==> src/rtl/mcse_bus_arbiter_if.sv <==
// MCSE requester / BTU port bundle for the bus arbiter.
// master = arbiter side, slave = requesters plus BTU.
interface mcse_bus_arbiter_if #(
  parameter int N_REQ = 2,
  parameter int AW    = 32,
  parameter int PW    = 128
);
  localparam int IW = $clog2(N_REQ);

  logic [N_REQ-1:0]    req_valid;
  logic [N_REQ-1:0]    req_lock;
  logic [N_REQ*AW-1:0] req_addr;
  logic [N_REQ*PW-1:0] req_write;
  logic [N_REQ-1:0]    req_RW;
  logic [N_REQ-1:0]    req_done;
  logic                req_err;
  logic [PW-1:0]       req_rdData;
  logic [IW-1:0]       gnt_id;

  logic                bootControl_bus_go;
  logic [AW-1:0]       bootControl_bus_addr;
  logic [PW-1:0]       bootControl_bus_write;
  logic                bootControl_bus_RW;
  logic                bootControl_bus_done;
  logic [PW-1:0]       bootControl_bus_rdData;

  modport master (
    input  req_valid, req_lock, req_addr,
    input  req_write, req_RW,
    output req_done, req_err, req_rdData,
    output gnt_id,
    output bootControl_bus_go,
    output bootControl_bus_addr,
    output bootControl_bus_write,
    output bootControl_bus_RW,
    input  bootControl_bus_done,
    input  bootControl_bus_rdData
  );

  modport slave (
    output req_valid, req_lock, req_addr,
    output req_write, req_RW,
    input  req_done, req_err, req_rdData,
    input  gnt_id,
    input  bootControl_bus_go,
    input  bootControl_bus_addr,
    input  bootControl_bus_write,
    input  bootControl_bus_RW,
    output bootControl_bus_done,
    output bootControl_bus_rdData
  );
endinterface

==> src/rtl/mcse_bus_arbiter.sv <==
// Round-robin arbiter sharing the single BTU port among MCSE requesters.
// One transaction at a time: go pulse, wait for done or timeout, respond.
module mcse_bus_arbiter #(
  parameter int N_REQ              = 2,
  parameter int pAHB_ADDR_WIDTH    = 32,
  parameter int pPAYLOAD_SIZE_BITS = 128,
  parameter int TIMEOUT_CYCLES     = 1024
) (
  input logic clk,
  input logic rst_n,
  mcse_bus_arbiter_if.master bus
);
  localparam int AW = pAHB_ADDR_WIDTH;
  localparam int PW = pPAYLOAD_SIZE_BITS;
  localparam int IW = $clog2(N_REQ);
  localparam int CW = $clog2(TIMEOUT_CYCLES);
  localparam logic [CW-1:0] CNT_MAX = CW'(TIMEOUT_CYCLES - 1);
  localparam logic [IW-1:0] LAST    = IW'(N_REQ - 1);

  typedef enum logic [1:0] {
    IDLE, ISSUE, WAIT, RESP
  } state_t;

  state_t         state;
  logic [IW-1:0]  rr;
  logic [IW-1:0]  gnt;
  logic [IW-1:0]  win;
  logic [IW-1:0]  pick;
  logic [CW-1:0]  cnt;
  logic           go;
  logic [N_REQ-1:0] done;
  logic           err;
  logic [PW-1:0]  rdata;
  logic [AW-1:0]  addr;
  logic [PW-1:0]  wdata;
  logic           rw;
  logic           relock;
  logic [AW-1:0]  sel_addr;
  logic [PW-1:0]  sel_write;
  logic           sel_rw;

  // Descending scan so the lowest offset from rr wins.
  always_comb begin
    int idx;
    logic [IW-1:0] cand;
    idx  = 0;
    cand = '0;
    win  = '0;
    for (int k = N_REQ - 1; k >= 0; k--) begin
      idx = int'(rr) + k;
      if (idx >= N_REQ) idx = idx - N_REQ;
      cand = IW'(idx);
      if (bus.req_valid[cand]) win = cand;
    end
  end

  assign relock = bus.req_lock[gnt] & bus.req_valid[gnt];
  assign pick   = (state == RESP) ? gnt : win;

  always_comb begin
    sel_addr  = '0;
    sel_write = '0;
    sel_rw    = 1'b0;
    for (int i = 0; i < N_REQ; i++) begin
      if (pick == IW'(i)) begin
        sel_addr  = bus.req_addr[i*AW +: AW];
        sel_write = bus.req_write[i*PW +: PW];
        sel_rw    = bus.req_RW[i];
      end
    end
  end

  always_ff @(posedge clk or negedge rst_n) begin
    if (!rst_n) begin
      state <= IDLE;
      rr    <= '0;
      gnt   <= '0;
      cnt   <= '0;
      go    <= 1'b0;
      done  <= '0;
      err   <= 1'b0;
      rdata <= '0;
      addr  <= '0;
      wdata <= '0;
      rw    <= 1'b0;
    end else begin
      go   <= 1'b0;
      done <= '0;
      unique case (state)
        IDLE: begin
          if (|bus.req_valid) begin
            gnt   <= win;
            addr  <= sel_addr;
            wdata <= sel_write;
            rw    <= sel_rw;
            go    <= 1'b1;
            state <= ISSUE;
          end
        end
        ISSUE: begin
          cnt   <= '0;
          state <= WAIT;
        end
        WAIT: begin
          if (bus.bootControl_bus_done) begin
            rdata     <= bus.bootControl_bus_rdData;
            err       <= 1'b0;
            done[gnt] <= 1'b1;
            state     <= RESP;
          end else if (cnt == CNT_MAX) begin
            rdata     <= '0;
            err       <= 1'b1;
            done[gnt] <= 1'b1;
            state     <= RESP;
          end else begin
            cnt <= cnt + 1'b1;
          end
        end
        RESP: begin
          if (relock) begin
            addr  <= sel_addr;
            wdata <= sel_write;
            rw    <= sel_rw;
            go    <= 1'b1;
            state <= ISSUE;
          end else begin
            rr    <= (gnt == LAST) ? '0 : gnt + 1'b1;
            state <= IDLE;
          end
        end
        default: state <= IDLE;
      endcase
    end
  end

  assign bus.req_done              = done;
  assign bus.req_err               = err;
  assign bus.req_rdData            = rdata;
  assign bus.gnt_id                = gnt;
  assign bus.bootControl_bus_go    = go;
  assign bus.bootControl_bus_addr  = addr;
  assign bus.bootControl_bus_write = wdata;
  assign bus.bootControl_bus_RW    = rw;
endmodule

==> src/flat_wrapper.sv <==
// flat-port wrapper written by rule: the top's interface ports become plain ports
module mcse_bus_arbiter_flat 
#(
  parameter int N_REQ              = 2,
  parameter int pAHB_ADDR_WIDTH    = 32,
  parameter int pPAYLOAD_SIZE_BITS = 128,
  parameter int TIMEOUT_CYCLES     = 1024
)
  (clk, rst_n, bus_req_valid, bus_req_lock, bus_req_addr, bus_req_write, bus_req_RW, bus_req_done, bus_req_err, bus_req_rdData, bus_gnt_id, bus_bootControl_bus_go, bus_bootControl_bus_addr, bus_bootControl_bus_write, bus_bootControl_bus_RW, bus_bootControl_bus_done, bus_bootControl_bus_rdData);
  mcse_bus_arbiter_if #(.N_REQ(N_REQ), .AW((32)), .PW((128))) bus_i ();
  input logic clk;
  input logic rst_n;
  input wire logic [$bits(bus_i.req_valid)-1:0] bus_req_valid;
  input wire logic [$bits(bus_i.req_lock)-1:0] bus_req_lock;
  input wire logic [$bits(bus_i.req_addr)-1:0] bus_req_addr;
  input wire logic [$bits(bus_i.req_write)-1:0] bus_req_write;
  input wire logic [$bits(bus_i.req_RW)-1:0] bus_req_RW;
  output wire logic [$bits(bus_i.req_done)-1:0] bus_req_done;
  output wire logic [$bits(bus_i.req_err)-1:0] bus_req_err;
  output wire logic [$bits(bus_i.req_rdData)-1:0] bus_req_rdData;
  output wire logic [$bits(bus_i.gnt_id)-1:0] bus_gnt_id;
  output wire logic [$bits(bus_i.bootControl_bus_go)-1:0] bus_bootControl_bus_go;
  output wire logic [$bits(bus_i.bootControl_bus_addr)-1:0] bus_bootControl_bus_addr;
  output wire logic [$bits(bus_i.bootControl_bus_write)-1:0] bus_bootControl_bus_write;
  output wire logic [$bits(bus_i.bootControl_bus_RW)-1:0] bus_bootControl_bus_RW;
  input wire logic [$bits(bus_i.bootControl_bus_done)-1:0] bus_bootControl_bus_done;
  input wire logic [$bits(bus_i.bootControl_bus_rdData)-1:0] bus_bootControl_bus_rdData;
  assign bus_i.req_valid = bus_req_valid;
  assign bus_i.req_lock = bus_req_lock;
  assign bus_i.req_addr = bus_req_addr;
  assign bus_i.req_write = bus_req_write;
  assign bus_i.req_RW = bus_req_RW;
  assign bus_req_done = bus_i.req_done;
  assign bus_req_err = bus_i.req_err;
  assign bus_req_rdData = bus_i.req_rdData;
  assign bus_gnt_id = bus_i.gnt_id;
  assign bus_bootControl_bus_go = bus_i.bootControl_bus_go;
  assign bus_bootControl_bus_addr = bus_i.bootControl_bus_addr;
  assign bus_bootControl_bus_write = bus_i.bootControl_bus_write;
  assign bus_bootControl_bus_RW = bus_i.bootControl_bus_RW;
  assign bus_i.bootControl_bus_done = bus_bootControl_bus_done;
  assign bus_i.bootControl_bus_rdData = bus_bootControl_bus_rdData;
  mcse_bus_arbiter #(.N_REQ(N_REQ), .pAHB_ADDR_WIDTH(pAHB_ADDR_WIDTH), .pPAYLOAD_SIZE_BITS(pPAYLOAD_SIZE_BITS), .TIMEOUT_CYCLES(TIMEOUT_CYCLES)) u_core (.clk(clk), .rst_n(rst_n), .bus(bus_i));
endmodule
==> config.mk <==
export PLATFORM = sky130hd
export DESIGN_NAME = mcse_bus_arbiter_flat
export DESIGN_NICKNAME = d
export VERILOG_FILES = /design/src/rtl/mcse_bus_arbiter_if.sv /design/src/rtl/mcse_bus_arbiter.sv /design/src/flat_wrapper.sv
export SDC_FILE = /design/constraint.sdc
export NUM_CORES = 1
export LEC_CHECK = 0
export CAP_MARGIN = 40
export CORE_AREA = 2 2 294 296
export CTS_BUF_LIST = sky130_fd_sc_hd__clkbuf_8
export DETAILED_ROUTE_END_ITERATION = 6
export DIE_AREA = 0 0 296 298
export PLACE_DENSITY_LB_ADDON = 0.2
export SETUP_SLACK_MARGIN = 0.15
export SKIP_CTS_REPAIR_TIMING = 1
export SYNTH_ARGS = -nofsm -noshare
export SYNTH_HDL_FRONTEND = slang
export SYNTH_SLANG_ARGS = --single-unit
==> constraint.sdc <==
create_clock -name clk -period 2.2 [get_ports clk]
set_input_delay 0.33 -clock clk [delete_from_list [all_inputs] [get_ports clk]]
set_output_delay 0.33 -clock clk [all_outputs]
set_load 0.01 [all_outputs]
# == Word-level counts from Yosys, hierarchy flattened ==
# Cells that the tools add are included.
# word_totals
ff_bits,307
out_inout_bits,294
elab_cells,91
# op_classes
muxes,46
reduce_logical,12
n_lt_le_gt_ge,6
add_sub_neg,5
n_bitwise,2
eq_ne,9
# op_table
op,n
2-to-1 mux 128 bit,5
case mux 128 bit (2 select lines),1
2-to-1 mux 32 bit,3
case mux 32 bit (2 select lines),1
2-to-1 mux 1 bit,23
2-to-1 mux 10 bit,2
case mux 10 bit (2 select lines),1
2-to-1 mux 2 bit,6
adder 10 x 1 -> 10 bit (second input constant),1
equality test 10 bit (second input constant),1
case mux 2 bit (4 select lines),1
AND reduction 2 bit,4
less-than comparator 1 x 2 -> 1 bit (second input constant),3
AND reduction 3 bit,2
nonzero test 2 bit,3
equality test 2 bit (second input constant),2
!= test 2 x 1 -> 1 bit (second input constant),2
!= test 2 bit (second input constant),2
case mux 1 bit (2 select lines),2
!= test 3 x 2 -> 1 bit (second input constant),1
adder 1 x 1 -> 2 bit (second input constant),1
equality test 2 x 1 -> 1 bit (second input constant),1
>= comparator 1 x 2 -> 1 bit (second input constant),1
>= comparator 2 bit (second input constant),1
other kinds (9),10

# == Logic depth before layout (Yosys ltp) ==
# logic_depth
depth_word,11
depth_mapped,9
ltp_nobuf,6

# == Least setup slack after synthesis ==
# No wires, ideal clock.
# synth_timing
kind,reg2reg
start,reg u_core.state[0]
end,reg u_core.addr[13] (netlist: u_core.bus.bootControl_bus_addr[13])
path_stages_with_launch,10
slack_ps,286
path_buffers,4
arrival_ps,1788
period_less_slack_ps,1914
path_cell_list,dfrtp_1 > ha_1 > buf_2 > nand2b_1 > o21ai_1 > buf_2 > buf_4 > buf_2 > mux2i_1 > a21oi_1
# synth_via
elab_chain_cells,5
elab_cells_between_ends,11
# synth_rtl
element,line,text
"start, declared",mcse_bus_arbiter.sv:24,state_t state;
"start signal, assigned",mcse_bus_arbiter.sv:75,state <= IDLE;
"start signal, assigned",mcse_bus_arbiter.sv:97,state <= ISSUE;
"start signal, assigned",mcse_bus_arbiter.sv:102,state <= WAIT;
equality test 2 bit,"mcse_bus_arbiter.sv:58, mcse_bus_arbiter.sv:89",
2-to-1 mux 1 bit,mcse_bus_arbiter.sv:58,assign pick = (state == RESP) ? gnt : win;
2-to-1 mux 32 bit,mcse_bus_arbiter.sv:65,if (pick == IW'(i)) begin
"2-to-1 mux 32 bit, on equally long branches","mcse_bus_arbiter.sv:120, mcse_bus_arbiter.sv:91",
case mux 32 bit (2 select lines),mcse_bus_arbiter.sv:89,unique case (state)
"end signal, assigned",mcse_bus_arbiter.sv:93,addr <= sel_addr;
"end signal, assigned",mcse_bus_arbiter.sv:121,addr <= sel_addr;
"end, declared",mcse_bus_arbiter.sv:34,logic [AW-1:0] addr;
# Several ways; a longest one is shown, not always the timed one. The select of a mux whose other input is x is not followed.
# A chain may end at the register's enable or synchronous reset.

# == Worst setup path after layout ==
# layout_timing
start,reg u_core.state[1]
end,reg u_core.wdata[38] (netlist: u_core.bus.bootControl_bus_write[38])
# layout_via
elab_chain_cells,5
elab_cells_between_ends,11
# layout_rtl
element,line,text
equality test 2 bit,"mcse_bus_arbiter.sv:58, mcse_bus_arbiter.sv:89",
2-to-1 mux 1 bit,mcse_bus_arbiter.sv:58,
2-to-1 mux 128 bit,mcse_bus_arbiter.sv:65,
"2-to-1 mux 128 bit, on equally long branches","mcse_bus_arbiter.sv:120, mcse_bus_arbiter.sv:91",
case mux 128 bit (2 select lines),mcse_bus_arbiter.sv:89,
"end signal, assigned",mcse_bus_arbiter.sv:94,wdata <= sel_write;
"end signal, assigned",mcse_bus_arbiter.sv:122,wdata <= sel_write;
"end, declared",mcse_bus_arbiter.sv:35,logic [PW-1:0] wdata;
# Several ways; a longest one is shown, not always the timed one. The select of a mux whose other input is x is not followed.

==> out/results.txt <==
run status: complete, no violations
worst min-delay path category: primary input to asynchronous set/reset pin
Worst Setup Path Type: flip-flop to flip-flop
Arr. time, crit path: 2.67 ns
count of flip-flops with a built-in enable after synthesis: 0
number of synthesis warnings: 0
post-route ant nets: 0
register area: 7686 sq um
width of the chip: 296 um
final setup violating endpoints: 0
detailed placer's ending HPWL: 47340 um
TritonCTS Sinks: 307
dominant register cell in the synthesized netlist: sky130_fd_sc_hd__dfrtp_1
overall via count from detail_route: 12250
post-synthesis cell area: 12780 sq um
via/cell ratio: 3.887
CP dominant cell by count: sky130_fd_sc_hd__clkbuf_16
initial core utilization: 15.05%
GPL Wtd Cong: 0.7669
Global Route Usage Sum: 12.88%
required time worst endpoint: 2.77 ns
multi-input logic area: 4949 sq um
synthesized net count: 1553
cts bufs inserted: 59
number of maximum-capacitance violations: 0
Critical Path, Cell by Cell: inv_2 -> ha_4 -> nor3b_1 -> buf_4 -> a311oi_4 -> buf_6 -> clkbuf_16 -> clkbuf_16 -> nor2_1 -> a21oi_1
fraction of the cycle the final worst path needs: 95.73%
cell at the root of the clock tree: sky130_fd_sc_hd__clkbuf_8
Congestion Overflow GR: 0
Initial DRC Count: 513
DIE HEIGHT: 298 um
number of nets at the end of the flow: 2415
Critical Path Source Type: flip-flop
relative area change from synthesis to final layout: 92.67%
count of pins on the block boundary: 751
RSZ-0062 raised after global routing: yes
leading cell types in the layout, fill and taps excluded: 728 x sky130_fd_sc_hd__clkdlybuf4s50_1, 304 x sky130_fd_sc_hd__dfrtp_1, 155 x sky130_fd_sc_hd__mux2i_1, 154 x sky130_fd_sc_hd__nor2_1, 154 x sky130_fd_sc_hd__a21oi_1
wire length reported by the detailed router: 68340 um
wire length of the first global-routing pass: 84370 um
IR Drop Worst-Case VDD: 691.2 uV
post-synthesis async set-or-reset flop share: 100.0%
most common cell after layout, fill and taps aside: sky130_fd_sc_hd__clkdlybuf4s50_1
Hold WS: 0.2200 ns
H-Tree Depth: 2
share of cells above drive strength 1: 13.33%
category of the worst setup path capture point: flip-flop
total power divided by cell area: 1489 nW/um^2
fraction of the yosys area taken by sequential cells: 60.13%
flops & latches, synth: 307
stage delay of the slowest cell on the critical path: 0.42 ns
Tightest Pin Transition: 0.5746 ns
first-pass detailed-route iteration total: 4
number of distinct standard cells referenced by the synthesized netlist: 33
largest net degree at the start of global routing: 62
clk_skew: 0.02180 ns
filler cell count: 8970
final count of hold timing violations: 0
Placement Setup Slack: -0.07755 ns
Remaining DRCs: 0
Bufs and invs on worst path: 5
leakage power: 0.01033 uW
number of global-route vias before repair: 12620
Core ar.: 84880 sq um
maximum buffer depth of the clock tree: 3
antenna violations before repair: 28
post-synthesis instance total: 1090
Pins Over Slew Limit: 0
CP delay by family, top: buffers and inverters
insertion delay of the later-clocked pin in the worst-skew pair: 0.66 ns
fin worst setup slack: 0.09401 ns
site row count: 107
final critical-path required period: 2.106 ns
highest attainable clock frequency: 0.4748 GHz
post-detailed-route wirelength per cell: 21.69 um
Max Fanout on Critical Path: 8
Die ar.: 88210 sq um
clock transition at the registers of the reported paths: 0.06 ns
tightest slew margin relative to the limit: 61.69%
utilization of the core after routing: 29.00%
cell type of the slowest stage on the worst timing path: sky130_fd_sc_hd__dfrtp_2
IO buf count: 750
CTS tree: done
syn avg cell area: 11.72 sq um
==> cell families (layout without fill, tap and decap cells) <==
| kind of cell | Yosys count | after routing | share of synthesized area (%) |
|---|---|---|---|
| AOI/OAI and AO/OA | 310 | 310 | 16.32 |
| adders and majority gates | 6 | 6 | 0.5876 |
| buffers and inverters | 87 | 989 | 3.183 |
| DFF | 307 | 307 | 60.13 |
| muxes | 164 | 164 | 12.86 |
| other | 0 | 11 | 0 |
| and+or+nand+nor | 216 | 220 | 6.924 |
==> state kept, by name, summed over array words and instances (netlist names) <==
name	cells
u_core.bus.bootControl_bus_go	1
u_core.bus.bootControl_bus_addr	32
u_core.rr	1
u_core.bus.req_err	1
u_core.state	2
u_core.bus.bootControl_bus_write	128
u_core.bus.gnt_id	1
u_core.cnt	10
u_core.bus.req_done	2
u_core.bus.bootControl_bus_RW	1
u_core.bus.req_rdData	128
==> synthesized netlist by cell type (2+ instances only) <==
library cell,count,area share [%]
sky130_fd_sc_hd__mux2i_1,163,13
sky130_fd_sc_hd__a31oi_1,3,0.15
sky130_fd_sc_hd__nand2b_1,4,0.20
sky130_fd_sc_hd__inv_1,4,0.12
sky130_fd_sc_hd__nand3_1,7,0.27
sky130_fd_sc_hd__and3_1,6,0.29
sky130_fd_sc_hd__dfrtp_1,307,60
sky130_fd_sc_hd__nor3_1,6,0.24
sky130_fd_sc_hd__nor2_1,168,4.9
sky130_fd_sc_hd__a221o_1,2,0.16
sky130_fd_sc_hd__clkbuf_1,21,0.62
sky130_fd_sc_hd__nand2_1,14,0.41
sky130_fd_sc_hd__a22o_1,128,8.8
sky130_fd_sc_hd__and2_1,5,0.24
sky130_fd_sc_hd__buf_2,61,2.4
sky130_fd_sc_hd__a21oi_1,164,6.4
sky130_fd_sc_hd__a211o_1,3,0.21
sky130_fd_sc_hd__ha_1,6,0.59
sky130_fd_sc_hd__o21ai_0,3,0.12
sky130_fd_sc_hd__nand4_1,2,0.098
==> routing by layer <==
metal | up-vias | routed length, um | track usage [%]
met2 | 571 | 34920 | 23.29
met1 | 5872 | 25140 | 13.66
li1 | 5677 | - | -
met4 | 14 | 1614 | 3.535
met3 | 113 | 6572 | 5.252
met5 | - | 89 | 0
==> area by class of cell <==
type	count	share of cell area, %
Sequential cell	307	31.22
Timing Repair Buffer	880	37.83
Antenna cell	11	0.1118
Inverter	4	0.06099
Tap cell	1144	5.815
Clock buffer	72	4.026
Clock inverter	33	0.8336
Multi-Input combinational cell	700	20.10
==> per-stage QoR <==
step	total power (uW)	cell area, sq um	cells	setup TNS, ns
5_1_grt	39060	24600	3144	0
3_3_place_gp	27360	22180	2982	-0.4206
2_1_floorplan	17910	12780	1090	0
3_5_place_dp	27500	22180	2982	-1.812
4_1_cts	33680	23380	3087	0
6_report	36660	24620	3151	0
==> worst reg2reg max path, stage by stage (launching register included) <==
cell and delay [ns]:
sky130_fd_sc_hd__dfrtp_2 0.42, sky130_fd_sc_hd__inv_2 0.07, sky130_fd_sc_hd__ha_4 0.15, sky130_fd_sc_hd__nor3b_1 0.13
sky130_fd_sc_hd__buf_4 0.14, sky130_fd_sc_hd__a311oi_4 0.32, sky130_fd_sc_hd__buf_6 0.22, sky130_fd_sc_hd__clkbuf_16 0.22
sky130_fd_sc_hd__clkbuf_16 0.20, sky130_fd_sc_hd__nor2_1 0.05, sky130_fd_sc_hd__a21oi_1 0.11
==> worst paths after layout <==
path	startpoint	to	slack, ns	depth (start not counted)
setup / recovery	u_core.state[1]	u_core.bus.bootControl_bus_write[38]	0.09	10
hold / removal	rst_n	u_core.bus.req_rdData[1]	0.22	2
setup reg to reg	u_core.state[1]	u_core.bus.bootControl_bus_write[38]	0.09	10
hold reg to reg	u_core.rr	u_core.rr	0.50	1
max in group asynchronous	rst_n	u_core.bus.bootControl_bus_write[122]	1.24	3
min in group clk	bus_bootControl_bus_rdData[15]	u_core.bus.req_rdData[15]	0.27	2
==> where the power goes <==
part | leakage (uW) | internal (uW) | switching (uW)
clock | 0.000698 | 3180 | 2700
combinational | 0.00602 | 11100 | 9570
sequential | 0.00361 | 8410 | 1650
total | 0.0103 | 22700 | 13900
No activity file was read; power rests on OpenSTA's default activity.
